## src/rtl/apb_multi_arbiter.sv

```systemverilog
// Shares one APB slave among NUM_MASTERS requesters using round-robin or
// fixed-priority arbitration, with an optional ACCESS-phase timeout.
module apb_multi_arbiter #(
   parameter int ADDR_WIDTH     = 32,
   parameter int DATA_WIDTH     = 32,
   parameter int NUM_MASTERS    = 4,
   parameter int PRIORITY_MODE  = 0,
   parameter int TIMEOUT_CYCLES = 256
) (
   input  logic                                   clk,
   input  logic                                   rst,
   input  logic [NUM_MASTERS-1:0]                 m_psel,
   input  logic [NUM_MASTERS*ADDR_WIDTH-1:0]      m_paddr,
   input  logic [NUM_MASTERS*3-1:0]               m_pprot,
   input  logic [NUM_MASTERS-1:0]                 m_pwrite,
   input  logic [NUM_MASTERS*DATA_WIDTH-1:0]      m_pwdata,
   input  logic [NUM_MASTERS*(DATA_WIDTH/8)-1:0]  m_pstrb,
   output logic [NUM_MASTERS-1:0]                 m_pready,
   output logic [NUM_MASTERS*DATA_WIDTH-1:0]      m_prdata,
   output logic [NUM_MASTERS-1:0]                 m_pslverr,
   output logic                                   s_psel,
   output logic                                   s_penable,
   output logic [ADDR_WIDTH-1:0]                  s_paddr,
   output logic [2:0]                             s_pprot,
   output logic                                   s_pwrite,
   output logic [DATA_WIDTH-1:0]                  s_pwdata,
   output logic [DATA_WIDTH/8-1:0]                s_pstrb,
   input  logic                                   s_pready,
   input  logic [DATA_WIDTH-1:0]                  s_prdata,
   input  logic                                   s_pslverr,
   output logic [NUM_MASTERS-1:0]                 grant,
   output logic                                   busy,
   output logic                                   timeout_pulse
);

   localparam int SW = DATA_WIDTH / 8;
   localparam int LW = (NUM_MASTERS > 1) ? $clog2(NUM_MASTERS) : 1;
   localparam int CW = (TIMEOUT_CYCLES > 1) ? $clog2(TIMEOUT_CYCLES) : 1;
   localparam logic [CW-1:0] CNT_LAST = CW'(TIMEOUT_CYCLES - 1);
   localparam bit TO_EN = (TIMEOUT_CYCLES != 0);

   typedef enum logic [2:0] {
      IDLE   = 3'b001,
      SETUP  = 3'b010,
      ACCESS = 3'b100
   } state_t;

   state_t                 state, state_n;
   logic [NUM_MASTERS-1:0] grant_n;
   logic [LW-1:0]          last, last_n;
   logic [CW-1:0]          cnt, cnt_n;

   logic [NUM_MASTERS-1:0] win_oh;
   logic [LW-1:0]          win_idx;
   logic [LW-1:0]          cidx;
   logic                   found;
   logic                   in_access;
   logic                   tmo_hit;
   logic                   done;

   // Winner search: fixed mode scans from 0, round-robin scans from last+1.
   always_comb begin
      win_oh  = '0;
      win_idx = '0;
      cidx    = '0;
      found   = 1'b0;
      for (int k = 0; k < NUM_MASTERS; k++) begin
         if (PRIORITY_MODE == 1)
            cidx = LW'(k);
         else
            cidx = LW'((int'(last) + 1 + k) % NUM_MASTERS);
         if (!found && m_psel[cidx]) begin
            found         = 1'b1;
            win_idx       = cidx;
            win_oh[cidx]  = 1'b1;
         end
      end
   end

   assign in_access     = (state == ACCESS);
   assign busy          = (state == SETUP) || in_access;
   assign s_psel        = busy;
   assign s_penable     = in_access;
   assign tmo_hit       = TO_EN && in_access && !s_pready && (cnt == CNT_LAST);
   assign done          = in_access && (s_pready || tmo_hit);
   assign timeout_pulse = tmo_hit;

   always_comb begin
      s_paddr  = '0;
      s_pprot  = '0;
      s_pwrite = 1'b0;
      s_pwdata = '0;
      s_pstrb  = '0;
      for (int i = 0; i < NUM_MASTERS; i++) begin
         if (grant[i]) begin
            s_paddr  |= m_paddr[i*ADDR_WIDTH +: ADDR_WIDTH];
            s_pprot  |= m_pprot[i*3 +: 3];
            s_pwrite |= m_pwrite[i];
            s_pwdata |= m_pwdata[i*DATA_WIDTH +: DATA_WIDTH];
            s_pstrb  |= m_pstrb[i*SW +: SW];
         end
      end
   end

   // A master that dropped psel mid-transfer gets no completion.
   always_comb begin
      m_pready  = '0;
      m_pslverr = '0;
      m_prdata  = '0;
      for (int i = 0; i < NUM_MASTERS; i++) begin
         if (done && grant[i] && m_psel[i]) begin
            m_pready[i]                          = 1'b1;
            m_pslverr[i]                         = tmo_hit | s_pslverr;
            m_prdata[i*DATA_WIDTH +: DATA_WIDTH] = tmo_hit ? '0 : s_prdata;
         end
      end
   end

   always_comb begin
      state_n = state;
      grant_n = grant;
      last_n  = last;
      cnt_n   = cnt;
      case (state)
         IDLE: begin
            if (found) begin
               state_n = SETUP;
               grant_n = win_oh;
               last_n  = win_idx;
               cnt_n   = '0;
            end
         end
         SETUP: begin
            state_n = ACCESS;
            cnt_n   = '0;
         end
         ACCESS: begin
            if (done) begin
               state_n = IDLE;
               grant_n = '0;
            end else begin
               cnt_n = cnt + 1'b1;
            end
         end
         default: begin
            state_n = IDLE;
            grant_n = '0;
            cnt_n   = '0;
         end
      endcase
   end

   always_ff @(posedge clk or posedge rst) begin
      if (rst) begin
         state <= IDLE;
         grant <= '0;
         last  <= LW'(NUM_MASTERS - 1);
         cnt   <= '0;
      end else begin
         state <= state_n;
         grant <= grant_n;
         last  <= last_n;
         cnt   <= cnt_n;
      end
   end

endmodule

```

## config.mk

```make
export PLATFORM = sky130hd
export DESIGN_NAME = apb_multi_arbiter
export DESIGN_NICKNAME = d
export VERILOG_FILES = /design/src/rtl/apb_multi_arbiter.sv
export SDC_FILE = /design/constraint.sdc
export NUM_CORES = 1
export LEC_CHECK = 0
export ABC_CLOCK_PERIOD_IN_PS = 3300
export BUFFER_PORTS_ARGS = -buffer_cell sky130_fd_sc_hd__buf_2
export CAP_MARGIN = 20
export CORE_AREA = 2 2 213 215
export CTS_BUF_LIST = sky130_fd_sc_hd__clkbuf_16
export CTS_CLUSTER_DIAMETER = 60
export DETAILED_ROUTE_END_ITERATION = 16
export DIE_AREA = 0 0 215 217
export SYNTH_ARGS = -nofsm -noshare
export SYNTH_HDL_FRONTEND = slang
export SYNTH_SLANG_ARGS = --single-unit
export TNS_END_PERCENT = 30
```

## constraint.sdc

```tcl
create_clock -name clk -period 3.3 [get_ports clk]
set_input_delay 0.495 -clock clk [delete_from_list [all_inputs] [get_ports clk]]
set_output_delay 0.495 -clock clk [all_outputs]
set_load 0.005 [all_outputs]
```

==> results.yml <==
run_status:
  outcome: "finished, final reports clean"
drt:
  wl_per_cell_um: 16.6
  ant_nets: 0
  route.detailed.drc: 0
  dr_wl_met3_um: 2120
  top_layer: "met5"
  num_vias: 6672
  avgViaCountPerCell: 3.92
  first_pass_iters: 5
  wl_met2_um: 14700
  drt_wl_total_um: 28300
  wl_met1_um: 10900
  first_iter_violations: 281
sta:
  post-route-worst-setup-slack_ns: 0.273
  setup_violations: 0
  timing.final.hold_violations: 0
  period_minus_slack_ns: 3.03
  finClkSkew_ns: 0.00662
  maxSlewHeadroom_pct: 53.9
  maxSlewViolCount: 0
  rsz0062_at_grt: "no"
  fmax_mhz: 330
  finalSetupTns_ns: 0
  hold_ws_ns: 0.347
  worst_pin_slew_ns: 0.691
  fin_crit_sh_pct: 91.7
clock_tree:
  htreeDepth: 1
  numCtsBuffers: 3
  clock_latency_ns: 0.25
  clkSlewWorstSetupHoldPaths_ns: 0.05
  clk_path_buf_depth: 2
  cts.sinks: 17
  cts_setup_buffers: 0
  hold_buffers: 0
  root_buffer: "clkbuf_16"
  cts_resized: 0
  cts_tree: "yes"
job:
  drv_cap: 0
synth:
  synthCells: 586
  yosysSeqAreaShare_pct: 12.0
  yosys_warnings: 0
  avgSynthCellArea_um2: 6.11
  syn_nets: 920
  synth_flop_cell: "dfrtp_1"
  synth_edf_count: 0
  postSynth.asyncResetShare_pct: 100
  netlist_area_um2: 3580
  synth-seq-cells: 17
  ys_types: 57
pwr:
  power_per_cell_area_nw_per_um2: 632
  power_frac_seq_pct: 12.9
  ir_drop_uv: 400
  p_comb_share_pct: 81.6
  swShare_pct: 55.4
  internal-power_uw: 2010
  p_sw_uw: 2490
  power_frac_clock_pct: 5.5
  leakagePower_uw: 0.00421
grt:
  grt_pass1_vias: 5832
  grt.total_usage_pct: 10.9
  grt_start_max_net_pins: 42
  overflow: 0
  grt_pass1_wl_um: 38300
  antenna_found_initial: 10
finish:
  fillCellCount: 5205
  fin_area_um2: 7120
  seqCellArea_um2: 444
  layout.nets: 1435
  drive_above_1_share_pct: 54.0
  syn2layout_area_growth_pct: 99.0
  fin_cells: 1702
  multiInputGateArea_um2: 2880
setup_path:
  end_kind: "output port"
  crit_family: "simple AND/OR/NAND/NOR gates"
  cp_max_fo: 31
  critPathBufInv: 2
  crit_type: "reg2out"
  crit_path_max_incr_delay_ns: 0.41
  cp.arrival_ns: 2.53
  cpMostUsedCell: "nor2_1"
  cp_slowest_cell: "or2_2"
  worstPathCellList: "nand2b_1 > or2_2 > nor2_1 > nand3_1 > buf_4 > nor2_1 > buf_2"
  worstPathRequired_ns: 2.80
  critPathLaunchType: "flop"
placed_design:
  placedCellCount: 1696
  numPortBuffers: 543
  place_area_um2: 7040
  place_hpwl_um: 24600
  place_ws_ns: 0.541
  gp_congestion: 0.806
die:
  start_util_pct: 8.01
  dieArea_um2: 46700
  die_w_um: 215
  core_um2: 44700
  dieHeight_um: 217
  io_pins: 544
  num_rows: 78
worst_hold_path:
  hp-class: "in2async"
power by group through the flow:
| stage | clock network (uW) | logic (uW) | registers [uW] |
|---|---|---|---|
| after floorplan | 0 | 2000 | 329 |
| after global placement | 0 | 3740 | 584 |
| after detailed placement | 0 | 3730 | 581 |
| after CTS | 251 | 3740 | 577 |
| after global routing | 257 | 4020 | 604 |
| final | 246 | 3670 | 583 |
registers in the layout, summed over array words and instances (netlist names):
signal	count
cnt	8
grant	4
last	2
state	3
placed cells by master, fill, tap and decap left out, drive strengths merged, types with 2 or more instances in the layout:
| master | instances |
|---|---|
| or3 | 2 |
| o21ai | 15 |
| a21oi | 5 |
| nand4 | 3 |
| nor2 | 142 |
| nand2b | 3 |
| o21bai | 2 |
| clkbuf | 3 |
| buf | 567 |
| nand2 | 110 |
| dfrtp | 14 |
| a221o | 2 |
| or2 | 4 |
| ha | 6 |
| dfstp | 3 |
| a22oi | 144 |
| diode | 2 |
| nor2b | 2 |
| a221oi | 5 |
| o22ai | 2 |
| and3 | 2 |
| nor4b | 2 |
| and4 | 2 |
| mux2i | 2 |
| nand3 | 11 |
| inv | 12 |
| a41oi | 2 |
| o2111ai | 3 |
| o31ai | 3 |
| mux4 | 2 |
| mux2 | 4 |
| o2bb2ai | 4 |
worst reg2reg max path, delay by kind of cell, from the launching register on:
family,cells,cell delay (ns)
AO/OA/AOI/OAI,2,0.30
adder cells (fa/ha/maj),1,0.39
buffers and inverters,2,0.30
flip-flops,1,0.56
multiplexers,1,0.67
AND/OR/NAND/NOR,2,0.48
path summary, 6_finish.rpt:
kind	start	to	slack (ns)	cells after the start
min in group clk	state[1]$_DFFE_PP0P_	state[0]$_DFFE_PP1P_	0.51	1
hold / removal	rst	cnt[7]$_DFFE_PP0P_	0.35	2
hold reg to reg	state[1]$_DFFE_PP0P_	state[0]$_DFFE_PP1P_	0.51	1
setup / recovery	state[1]$_DFFE_PP0P_	m_prdata[18]	0.27	7
max in group asynchronous	rst	grant[1]$_DFFE_PP0P_	2.44	2
setup reg to reg	last[1]$_DFFE_PP1P_	grant[2]$_DFFE_PP0P_	0.52	8
final cells by class:
cell class / instances / area share, %
clock buffers: 3 / 1.05
inverters: 12 / 0.632
multi-input cells: 500 / 40.4
repair buffers: 567 / 41.0
well taps: 600 / 10.5
clock inverters: 1 / 0.0702
flip-flops and latches: 17 / 6.23
diodes: 2 / 0.0702
kinds of logic after synthesis:
| group | Yosys count | synth area share (%) |
|---|---|---|
| adders and majority gates | 6 | 2.10 |
| xor gates and xnor gates | 2 | 0.489 |
| muxes | 8 | 3.63 |
| DFF | 17 | 12.0 |
| and+or+nand+nor | 285 | 32.1 |
| buffers and inverters | 69 | 7.69 |
| AOI/OAI and AO/OA | 199 | 42.0 |
metrics by stage:
stage / utilization [%] / total power (uW)
6_report: 15.9 / 4500
3_5_place_dp: 15.7 / 4310
2_1_floorplan: - / 2330
5_1_grt: 15.9 / 4880
4_1_cts: 15.9 / 4570
3_3_place_gp: 15.7 / 4320
metal layers:
metal	vias to the layer above	GRT usage, %
met1	3024	12.5
met3	35	1.61
li1	3167	-
met4	8	1.98
met2	438	21.3
met5	-	0
synth_stat cells (4+ instances only):
library cell,count,area share [%]
a22oi_1,144,30
nor2_1,142,15
nand2_1,110,12
clkbuf_1,48,5.0
dfrtp_1,14,9.8
o21ai_0,14,2.0
inv_1,12,1.3
nand3_1,11,1.5
ha_1,6,2.1
a21oi_1,5,0.70
buf_1,5,0.52
a221oi_1,4,0.98
o2bb2ai_1,4,0.98
or2_2,4,0.70
Power figures use the tool's default switching activity.
